--- config.mk ---
export PLATFORM = sky130hd
export DESIGN_NAME = rx_pkt_drain
export DESIGN_NICKNAME = d
export VERILOG_FILES = /design/src/rtl/rx_pkt_drain.sv
export SDC_FILE = /design/constraint.sdc
export NUM_CORES = 1
export LEC_CHECK = 0
export CAP_MARGIN = 20
export CORE_UTILIZATION = 60
export CTS_CLUSTER_DIAMETER = 120
export CTS_CLUSTER_SIZE = 10
export DETAILED_ROUTE_END_ITERATION = 10
export PLACE_DENSITY = 0.89
export SETUP_SLACK_MARGIN = 0.15
export SLEW_MARGIN = 25
export SYNTH_ARGS = -nofsm -noshare
export SYNTH_HDL_FRONTEND = slang
export SYNTH_SLANG_ARGS = --single-unit
--- constraint.sdc ---
create_clock -name clk_156m25 -period 7.75 [get_ports clk_156m25]
set_input_delay 1.55 -clock clk_156m25 [delete_from_list [all_inputs] [get_ports clk_156m25]]
set_output_delay 1.55 -clock clk_156m25 [all_outputs]
set_load 0.01 [all_outputs]
--- src/rtl/rx_pkt_drain.sv ---
// Drains the MAC receive packet interface into a small output FIFO, forwards frames on a
// valid/ready stream and keeps saturating frame statistics. Optional length check: XGE_RX_LEN_CHECK_EN.
module rx_pkt_drain #(
    parameter int FIFO_DEPTH = 4,
    parameter int MIN_LEN    = 64,
    parameter int MAX_LEN    = 1518
) (
    input  logic        clk_156m25,
    input  logic        reset_156m25,
    input  logic        pkt_rx_avail,
    output logic        pkt_rx_ren,
    input  logic [63:0] pkt_rx_data,
    input  logic        pkt_rx_val,
    input  logic        pkt_rx_sop,
    input  logic        pkt_rx_eop,
    input  logic [2:0]  pkt_rx_mod,
    input  logic        pkt_rx_err,
    output logic [63:0] out_data,
    output logic [2:0]  out_mod,
    output logic        out_val,
    output logic        out_sop,
    output logic        out_eop,
    output logic        out_err,
    input  logic        out_rdy,
    input  logic        stat_clr,
    output logic [31:0] stat_frames,
    output logic [31:0] stat_bytes,
    output logic [31:0] stat_err_frames
`ifdef XGE_RX_LEN_CHECK_EN
    ,
    output logic [31:0] stat_len_err
`endif
);

    localparam int AW = (FIFO_DEPTH > 2) ? $clog2(FIFO_DEPTH) : 1;
    localparam int CW = AW + 1;

    if ((FIFO_DEPTH < 2) || ((FIFO_DEPTH & (FIFO_DEPTH - 1)) != 0) || (MIN_LEN > MAX_LEN)) begin : g_bad_params
        $error("rx_pkt_drain: illegal parameter set");
    end

    typedef enum logic [0:0] {IDLE = 1'b0, READ = 1'b1} state_t;

    typedef struct packed {
        logic [63:0] data;
        logic [2:0]  mod;
        logic        sop;
        logic        eop;
        logic        err;
    } entry_t;

    function automatic logic [31:0] sat_add(input logic [31:0] a, input logic [31:0] b);
        logic [32:0] s;
        s = {1'b0, a} + {1'b0, b};
        return s[32] ? 32'hFFFF_FFFF : s[31:0];
    endfunction

    // A clear coinciding with an update keeps only the increment.
    function automatic logic [31:0] next_stat(input logic [31:0] cur, input logic [31:0] inc, input logic clr);
        return clr ? inc : sat_add(cur, inc);
    endfunction

    state_t        state_r, state_s;
    logic          ren_s, ren_d1_r, room_s;
    entry_t        mem_r [FIFO_DEPTH];
    logic [AW-1:0] wr_ptr_r, rd_ptr_r;
    logic [CW-1:0] count_r;
    logic          in_frame_r, word_s, keep_s, close_s, push_s, pop_s, werr_s;
    logic [15:0]   len_r, base_s, add_s, new_len_s;
    logic [16:0]   sum_s;
    entry_t        entry_s;
    logic          cls_v_r, eop_v_r, eop_err_r;
    logic [15:0]   cls_len_r, eop_len_r;
    logic [31:0]   frm_inc_s, byte_inc_s, err_inc_s;
    logic [31:0]   stat_frames_r, stat_bytes_r, stat_err_frames_r;
`ifdef XGE_RX_LEN_CHECK_EN
    logic          len_bad_s, eop_lbad_r;
    logic [31:0]   stat_len_err_r, lerr_inc_s;
`endif

    // Room counts the word already requested but not yet returned.
    assign room_s = ({1'b0, count_r} + {{CW{1'b0}}, ren_d1_r}) < (CW + 1)'(FIFO_DEPTH);

    // Next-state and read-request decode.
    always_comb begin
        state_s = state_r;
        ren_s   = 1'b0;
        case (state_r)
            IDLE: begin
                if (pkt_rx_avail) state_s = READ;
                else              state_s = IDLE;
            end
            READ: begin
                ren_s = room_s & ~(pkt_rx_val & pkt_rx_eop);
                if (pkt_rx_val & pkt_rx_eop) state_s = IDLE;
                else                         state_s = READ;
            end
            default: state_s = IDLE;
        endcase
    end

    assign pkt_rx_ren = ren_s;

    // Word qualification and running frame length.
    always_comb begin
        word_s    = (state_r == READ) & pkt_rx_val;
        keep_s    = word_s & (pkt_rx_sop | in_frame_r);
        close_s   = word_s & pkt_rx_sop & in_frame_r;
        base_s    = pkt_rx_sop ? 16'd0 : len_r;
        add_s     = pkt_rx_eop ? ((pkt_rx_mod == 3'd0) ? 16'd8 : {13'd0, pkt_rx_mod}) : 16'd8;
        sum_s     = {1'b0, base_s} + {1'b0, add_s};
        new_len_s = sum_s[16] ? 16'hFFFF : sum_s[15:0];
`ifdef XGE_RX_LEN_CHECK_EN
        len_bad_s = (new_len_s < 16'(MIN_LEN)) || (new_len_s > 16'(MAX_LEN));
        werr_s    = pkt_rx_eop & (pkt_rx_err | len_bad_s);
`else
        werr_s    = pkt_rx_eop & pkt_rx_err;
`endif
        push_s    = keep_s;
        pop_s     = out_val & out_rdy;
        entry_s   = '{data: pkt_rx_data, mod: pkt_rx_mod, sop: pkt_rx_sop, eop: pkt_rx_eop, err: werr_s};
    end

    // FSM state and in-flight read tracking.
    always_ff @(posedge clk_156m25) begin
        if (reset_156m25) begin
            state_r  <= IDLE;
            ren_d1_r <= 1'b0;
        end else begin
            state_r  <= state_s;
            ren_d1_r <= ren_s;
        end
    end

    // Output FIFO storage and pointers.
    always_ff @(posedge clk_156m25) begin
        if (reset_156m25) begin
            wr_ptr_r <= '0;
            rd_ptr_r <= '0;
            count_r  <= '0;
            for (int i = 0; i < FIFO_DEPTH; i++) mem_r[i] <= '0;
        end else begin
            if (push_s) begin
                mem_r[wr_ptr_r] <= entry_s;
                wr_ptr_r        <= wr_ptr_r + AW'(1);
            end
            if (pop_s) rd_ptr_r <= rd_ptr_r + AW'(1);
            count_r <= count_r + {{AW{1'b0}}, push_s} - {{AW{1'b0}}, pop_s};
        end
    end

    assign out_data = mem_r[rd_ptr_r].data;
    assign out_mod  = mem_r[rd_ptr_r].mod;
    assign out_sop  = mem_r[rd_ptr_r].sop;
    assign out_eop  = mem_r[rd_ptr_r].eop;
    assign out_err  = mem_r[rd_ptr_r].err;
    assign out_val  = (count_r != '0);

    // Frame tracking; completions are staged one cycle before the counters see them.
    always_ff @(posedge clk_156m25) begin
        if (reset_156m25) begin
            in_frame_r <= 1'b0;
            len_r      <= 16'd0;
            cls_v_r    <= 1'b0;
            cls_len_r  <= 16'd0;
            eop_v_r    <= 1'b0;
            eop_len_r  <= 16'd0;
            eop_err_r  <= 1'b0;
`ifdef XGE_RX_LEN_CHECK_EN
            eop_lbad_r <= 1'b0;
`endif
        end else begin
            if (keep_s) begin
                in_frame_r <= ~pkt_rx_eop;
                len_r      <= pkt_rx_eop ? 16'd0 : new_len_s;
            end
            cls_v_r   <= close_s;
            cls_len_r <= len_r;
            eop_v_r   <= keep_s & pkt_rx_eop;
            eop_len_r <= new_len_s;
            eop_err_r <= werr_s;
`ifdef XGE_RX_LEN_CHECK_EN
            eop_lbad_r <= len_bad_s;
`endif
        end
    end

    // A sop that cuts a frame short closes it as an errored frame alongside any normal eop.
    assign frm_inc_s  = {31'd0, cls_v_r} + {31'd0, eop_v_r};
    assign byte_inc_s = (cls_v_r ? {16'd0, cls_len_r} : 32'd0) + (eop_v_r ? {16'd0, eop_len_r} : 32'd0);
    assign err_inc_s  = {31'd0, cls_v_r} + {31'd0, eop_v_r & eop_err_r};
`ifdef XGE_RX_LEN_CHECK_EN
    assign lerr_inc_s = {31'd0, eop_v_r & eop_lbad_r};
`endif

    // Saturating statistics counters.
    always_ff @(posedge clk_156m25) begin
        if (reset_156m25) begin
            stat_frames_r     <= 32'd0;
            stat_bytes_r      <= 32'd0;
            stat_err_frames_r <= 32'd0;
`ifdef XGE_RX_LEN_CHECK_EN
            stat_len_err_r    <= 32'd0;
`endif
        end else begin
            stat_frames_r     <= next_stat(stat_frames_r, frm_inc_s, stat_clr);
            stat_bytes_r      <= next_stat(stat_bytes_r, byte_inc_s, stat_clr);
            stat_err_frames_r <= next_stat(stat_err_frames_r, err_inc_s, stat_clr);
`ifdef XGE_RX_LEN_CHECK_EN
            stat_len_err_r    <= next_stat(stat_len_err_r, lerr_inc_s, stat_clr);
`endif
        end
    end

    assign stat_frames     = stat_frames_r;
    assign stat_bytes      = stat_bytes_r;
    assign stat_err_frames = stat_err_frames_r;
`ifdef XGE_RX_LEN_CHECK_EN
    assign stat_len_err    = stat_len_err_r;
`endif

endmodule

# Yosys cells after proc, flatten, opt, wreduce, memory -nomap -nowiden
# Memory sizes are Yosys's and may differ from the RTL's. A register that Yosys moved wholly into a read port is not among the register bits.
# Cells that the tools add are included.
# totals
mem_bits_rw	280
in_bits	76
n_memories	1
out_inout_bits	168
reg_bits	157
word_cells	73
# op_classes
n_lt_le_gt_ge	1
n_reduce_logical	3
addsub	12
n_bitwise	14
n_mux	27
# mem_list
name	depth	word_bits	read_ports	rd_clocked_by_memory_dff	wr	line_no	rtl
mem_r	4	70	1	1	4	65	entry_t mem_r [FIFO_DEPTH];
# op_table
cell	count
32-bit 2-to-1 mux	6
16-bit 2-to-1 mux	5
70-bit 2-to-1 mux	1
70-bit OR reduction	1
32-bit by 2-bit adder with 33-bit output	2
32-bit by 17-bit adder with 33-bit output	1
16-bit by 16-bit adder with 17-bit output	1
16-bit by 4-bit adder with 17-bit output	1
1-bit bitwise AND	10
1-bit 2-to-1 mux	9
4-bit 2-to-1 mux	2
2-bit 2-to-1 mux	3
1-bit by 1-bit adder with 2-bit output	2
2-bit by 1-bit adder with 2-bit output, second input constant	2
3-bit by 1-bit adder with 4-bit output	1
4-bit by 3-bit < comparator with 1-bit output, second input constant	1
3-bit by 1-bit adder with 3-bit output	1
3-bit logical NOT	1
1-bit NOT	3
3-bit nonzero test	1
3-bit by 1-bit subtractor with 3-bit output	1
1-bit case mux with 2 select lines	1
1-bit bitwise OR	1

# Depth between registers and ports, before layout
# Gate-level depths: netlist of the first run.
# depth
word_depth	7
ltp_mapped	19

# Worst setup path after synthesis of the first run
# Ideal clock, no wire load.
# synth_timing
path_kind	input to register
start	input reset_156m25
end	memory mem_r[3][0] (netlist bit), enable pin
n_path_buf	4
cell_stages	6
t_arrival_ps	3717
slack_ps	3305
t_required_ps	7022
path_cell_list	clkbuf_1 > inv_1 > clkbuf_1 > clkbuf_1 > clkbuf_1 > nand2_1
# synth_rtl
item	line_no	rtl
start, declared	9	input logic reset_156m25,
end, declared	65	

# Final worst setup path of the first run
# layout_timing
start	register cls_v_r
end	register stat_bytes_r[22], in the netlist stat_bytes[22]
# layout_between
elab_chain_len	5
# layout_rtl
item	line_no	rtl
start, declared	72	logic cls_v_r, eop_v_r, eop_err_r;
start signal, assigned	177	cls_v_r <= close_s;
16-bit 2-to-1 mux	190	assign byte_inc_s = (cls_v_r ? {16'd0, cls_len_r} : 32'd0) + (eop_v_r ? {16'd0, eop_len_r} : 32'd0);
16-bit by 16-bit adder with 17-bit output	190	
32-bit by 17-bit adder with 33-bit output	54	s = {1'b0, a} + {1'b0, b};
32-bit 2-to-1 mux	55	return s[32] ? 32'hFFFF_FFFF : s[31:0];
32-bit 2-to-1 mux	60	return clr ? inc : sat_add(cur, inc);
end signal, assigned	207	stat_bytes_r <= next_stat(stat_bytes_r, byte_inc_s, stat_clr);
end, declared	75	logic [31:0] stat_frames_r, stat_bytes_r, stat_err_frames_r;
# No other way between the ends.
# A chain may end at the register's enable or synchronous reset.

==> run metrics, run 1 <==
hold crit path type=reg -> reg; LEAKAGE=0.00951 uW; placed cell count=2,399; Post-DP Area=24,000 um^2; R2R cell count=16; Reg clk slew, reported paths=0.05 ns; Netlist cell types=78; ys flop type=edfxtp_1; Slew Limit Headroom=27.5%; min Tclk post-route=4.90 ns; DRT antenna net count=0; CP Launch Type=register; vias in the first global route=15,515; number of cells in the finished layout apart from fillers=2,485; PostCTS Resize Cnt=0; largest net degree at the start of global routing=71; EDFF count, synth=280; setup bufs post-CTS=0; FMAX=204 MHz; CTS max path bufs=3; CTS tree=built; register bit total from synthesis=439; Max VDD drop=0.195 mV; instance count of the mapped netlist=1,790; Async SR Flop Fraction=0%; DR vias/cell=6.27; final wirelength=54,700 um; area of the multi-input gates=9060 um^2; max cap viols=0; Setup CP Type=reg -> reg; initial antenna violation count=1; RSZ-0062 raised after global routing=no; CP required=8.21 ns; Detailed Route Iter0 Violations=1,331; PortBufs=243; worst-skew pair later-pin latency=0.58 ns; core area=34,600 um^2; RePlAce Congestion=0.936; Final Instance Area=25,400 um^2; post-synth net total=1,918; Cell Rows=68; root buf cell=clkbuf_16; status=finished clean; area grow syn2layout=19.9%; hold depth=1; fillers=2,187; wire length per cell=22.0 um; hpwl dp=34,200 um; Die H=190 um; DRC violations left=0; Netlist Area Pre-Place=21,200 um^2; CP endpoint kind=register; Final period util=63.2%; storage element area=11,600 um^2; CTS buffer count=49; Hold Slack=0.465 ns; PD cells=225 nW/um^2; Seq/Total Area, Yosys=54.7%; final-report hold violation count=0; pins over their slew limit=0; Die Wd=190 um; Initial Util=61.2%; htree depth=2; number of synthesis warnings=0; Sinks on Clock Net=439; # nets final=2,124; setup tns final=0 ns; synthesized area per cell=11.8 um^2; Clock Skew=0.0324 ns; first-pass GRT wire length=85,400 um; cts hold-fix bufs=0; Worst Tran Pin Value=1.09 ns; routed vias=15,575; aggregate global routing overflow=0; I/O pin count=244; share of layout cells above drive strength 1=8.23%; TritonRoute pass-1 iters=5; Total GRT Usage=30.3%; Critical Path AT=5.36 ns; critical path peak fanout=18; die area=36,100 um^2; final setup fails=0
-- cells in the mapped netlist (15+ instances only) --
cell        n  area share [%]
a211oi_1   25            0.89
a21o_1     19            0.67
a21oi_1   100             2.4
a31oi_1    17            0.50
and2_1    255             7.5
and3_1     98             2.9
clkbuf_1   79             1.4
dfxtp_1   159              15
edfxtp_1  280              40
ha_1       46             2.7
inv_1      49            0.87
mux4_2     70             7.4
nand2_1    74             1.3
nand3_1    32            0.76
nand4_1    25            0.74
nor2_1     72             1.3
nor2b_1    37             1.1
nor3_1     24            0.57
o21a_1     15            0.53
o21ai_0    49             1.2
xnor2_1    39             1.6
xor2_1     43             1.8
-- worst paths after layout --
path	startpoint	endpoint	slack, ns
worst max-delay path	cls_v_r	stat_bytes[22]	2.85
worst min-delay path	len_r[2]	len_r[2]	0.47
worst max register to register	cls_v_r	stat_bytes[22]	2.85
worst min register to register	len_r[2]	len_r[2]	0.47
-- flip-flops by register name, indices dropped and copies added (netlist names), 2 cells and up, named ones only --
name             cells
mem_r              280
stat_frames         32
rd_ptr_r             2
wr_ptr_r             2
stat_bytes          32
stat_err_frames     32
count_r              3
eop_len_r           16
cls_len_r           16
len_r               16
-- cell type report --
| cell class | instances | area share (%) |
|---|---|---|
| clock inverters | 3 | 0.315 |
| clock buffers | 81 | 5.30 |
| multi-input cells | 1200 | 35.6 |
| well taps | 455 | 2.24 |
| flip-flops and latches | 439 | 45.6 |
| diodes | 1 | 0.00985 |
| inverters | 50 | 0.738 |
| repair buffers | 256 | 10.1 |
-- power breakdown --
| part | switching [uW] | total [uW] | internal (uW) |
|---|---|---|---|
| Sequential | 112 | 2680 | 2570 |
| Combinational | 398 | 930 | 532 |
| Clock | 918 | 2110 | 1190 |
| Total | 1430 | 5710 | 4290 |
-- critical path: stages (launching register included) --
cell,delay (ns)
dfxtp_1,0.63
and2_1,0.21
ha_1,0.19
inv_1,0.06
fa_1,0.40
nor2b_1,0.17
o31ai_1,0.14
a221oi_1,0.43
a31oi_1,0.18
xnor2_1,0.37
ha_1,0.40
o21ai_0,0.19
o2bb2ai_1,0.16
a31oi_1,0.11
a2111oi_1,0.78
o21ai_0,0.19
a31oi_1,0.19
-- cells in the final DEF (no fill, tap or decap), types with 49 or more instances in the layout --
| cell | netlist | final |
|---|---|---|
| and2_1 | 255 | 255 |
| clkbuf_16 | 0 | 49 |
| and3_1 | 98 | 98 |
| clkdlybuf4s50_1 | 0 | 242 |
| a21oi_1 | 100 | 100 |
| o21ai_0 | 49 | 49 |
| nor2_1 | 72 | 72 |
| nand2_1 | 74 | 72 |
| edfxtp_1 | 280 | 280 |
| mux4_2 | 70 | 70 |
| dfxtp_1 | 159 | 157 |
-- layer usage --
layer	up-vias	GRT usage (%)	share of wire, %
met5	-	0	0
met4	0	10.9	3.3
met3	120	6.95	10
met2	825	49.7	48
met1	7611	39.3	39
li1	7019	-	-
-- stage by stage --
| step | setup WS (ns) | total power, uW | util (%) |
|---|---|---|---|
| finish | 2.85 | 5710 | 73.4 |
| global route | 2.44 | 5880 | 73.4 |
| floorplan | 3.31 | 3190 | - |
| global placement | 2.84 | 3630 | 69.0 |
| detailed placement | 2.74 | 3650 | 69.2 |
| CTS | 2.85 | 5740 | 73.3 |
-- logic make-up after synthesis --
group                      after synthesis  synth area share, %
DFF                                    439                 54.7
and+or+nand+nor                        686                 18.6
xor gates and xnor gates                82                 3.39
buffers and inverters                  151                 2.81
adders and majority gates               52                 3.28
AOI/OAI and AO/OA                      304                 9.55
muxes                                   76                 7.72
Note: power is estimated with default switching activity, not from simulation.
==> run 2, diff against run 1 <==
--- a/config.mk
+++ b/config.mk
@@ -6,11 +6,11 @@
 export NUM_CORES = 1
 export LEC_CHECK = 0
 export CAP_MARGIN = 20
-export CORE_UTILIZATION = 60
+export CORE_UTILIZATION = 57
 export CTS_CLUSTER_DIAMETER = 120
 export CTS_CLUSTER_SIZE = 10
 export DETAILED_ROUTE_END_ITERATION = 10
-export PLACE_DENSITY = 0.89
+export PLACE_DENSITY = 0.85
 export SETUP_SLACK_MARGIN = 0.15
 export SLEW_MARGIN = 25
 export SYNTH_ARGS = -nofsm -noshare
==> constraint.sdc (replaced) <==
create_clock -name clk_156m25 -period 5 [get_ports clk_156m25]
set_input_delay 1 -clock clk_156m25 [delete_from_list [all_inputs] [get_ports clk_156m25]]
set_output_delay 1 -clock clk_156m25 [all_outputs]
set_load 0.01 [all_outputs]
==> run 2 against run 1 <==
Against the previous run: via count decreased by 1.4%; clock-buffer cell count down 12; routed wire length down 1.5%; sequential power grew 54%; register-to-register slack lost 2.4 ns; power is 54% higher; combinational power grew 59%; critical path depth up 1; core utilization decreased by 3.7 points; global-route usage fell by 2.1 points; clock skew shrank 0.018 ns; maximum frequency grew 8.2%; largest cell class unchanged.
==> run metrics, run 2 (same netlist as run 1, synthesis figures left out) <==
hpwl dp=34,000 um; Reg clk slew, reported paths=0.06 ns; Detailed Route Iter0 Violations=1,157; CP endpoint kind=register; area grow syn2layout=20.3%; delay-heaviest family, CP=simple AND/OR/NAND/NOR gates; Initial Util=57.9%; PortBufs=243; LEAKAGE=0.00956 uW; CTS max path bufs=3; Setup CP Type=reg -> reg; Total GRT Usage=28.1%; area of the multi-input gates=9060 um^2; CP Launch Type=register; CP max-delay cell=o31ai_1; status=finished clean; Cell Rows=70; PD cells=345 nW/um^2; die area=38,000 um^2; DRT antenna net count=0; min Tclk post-route=4.53 ns; largest register by flop count=mem_r; FMAX=221 MHz; vias in the first global route=15,389; critical-path cell list=and2_1, ha_1, inv_1, fa_1, nor2b_1, o31ai_1, a21oi_1, nor4b_2, or3_1, nand2_1, ha_1, nand4_1, a2111o_1, a31oi_1, nor2_1, or4_1, a41oi_1; aggregate global routing overflow=0; RSZ-0062 raised after global routing=no; core area=36,600 um^2; Clock Skew=0.0145 ns; Final period util=90.5%; setup tns final=0 ns; storage element area=11,600 um^2; worst-skew pair later-pin latency=0.58 ns; initial antenna violation count=8; CP most frequent cell=ha_1; RePlAce Congestion=0.916; TritonRoute pass-1 iters=5; CP required=5.49 ns; critical path peak fanout=18; DR vias/cell=6.13; htree depth=2; first-pass GRT wire length=84,200 um; cts hold-fix bufs=0; Max VDD drop=0.251 mV; share of layout cells above drive strength 1=9.07%; fillers=2,536; I/O pin count=244; root buf cell=clkbuf_16; largest net degree at the start of global routing=82; Tot Pwr=8800 uW; wire length per cell=21.5 um; # nets final=2,137; Critical Path AT=5.02 ns; Buf/Inv on CP=1; Die H=195 um; Slew Limit Headroom=37.5%; max incr delay on CP=0.45 ns; final wirelength=53,900 um; Sinks on Clock Net=439; pins over their slew limit=0; CTS tree=built; commonest non-fill, non-tap cells in the layout=edfxtp_1, and2_1, clkdlybuf4s50_1; final setup fails=0; most common cell after layout, fill and taps aside=edfxtp_1; DRC violations left=0; CTS buffer count=49; max reg flops=280; hold crit path type=reg -> reg; Die Wd=195 um; routed vias=15,360; max cap viols=0; Worst Tran Pin Value=0.938 ns; Util after Layout=69.7%; final-report hold violation count=0
## run 2: metrics by stage
step,instances,setup slack [ns],cell area (um^2),hold slack [ns]
6_report,2505,0.474,25500,0.487
2_1_floorplan,1790,0.970,21200,0.431
3_3_place_gp,2424,0.380,24100,0.453
4_1_cts,2495,0.223,25400,0.481
3_5_place_dp,2424,0.162,24100,0.464
5_1_grt,2502,0.191,25500,0.500
## run 2: path summary, 6_finish.rpt
kind / start / slack (ns) / depth (start not counted) / to
max: cls_v_r / 0.47 / 17 / stat_bytes[23]
min: len_r[0] / 0.49 / 2 / len_r[0]
max reg2reg: cls_v_r / 0.47 / 17 / stat_bytes[23]
min reg2reg: len_r[0] / 0.49 / 2 / len_r[0]
## run 2: repair_timing
item / in CTS / in global routing
setup endpoints to repair: 1 / 29
gates cloned: 0 / 0
buffers inserted: 0 / 2
resized for setup: 1 / 3
pin swaps: 0 / 1
## run 2: final cells by class
type	count	share of cell area, %
antenna	8	0.0785
multi-input combinational	1200	35.5
clock inverter	2	0.152
clock buffer	69	5.19
tap	468	2.30
sequential	439	45.5
inverter	50	0.736
timing repair buffer	269	10.5
## run 2: report_power, final
group	total (uW)	switching, uW	internal, uW
Combinational	1480	636	844
Sequential	4130	154	3980
Clock	3190	1370	1820
Total	8800	2160	6640
## run 2: worst register-to-register path, delay by kind of cell, from the launching register on
family / cells / cell delay (ns)
and+or+nand+nor: 8 / 1.61
AOI/OAI and AO/OA: 5 / 1.47
adders and majority gates: 3 / 0.89
DFF: 1 / 0.41
buffers and inverters: 1 / 0.08
## run 2: per-layer routing
layer  global-route usage [%]  share of wire [%]
met5                        0              0.024
met4                     9.16                2.5
met3                     6.23                8.3
met2                     48.6                 49
met1                     35.2                 40
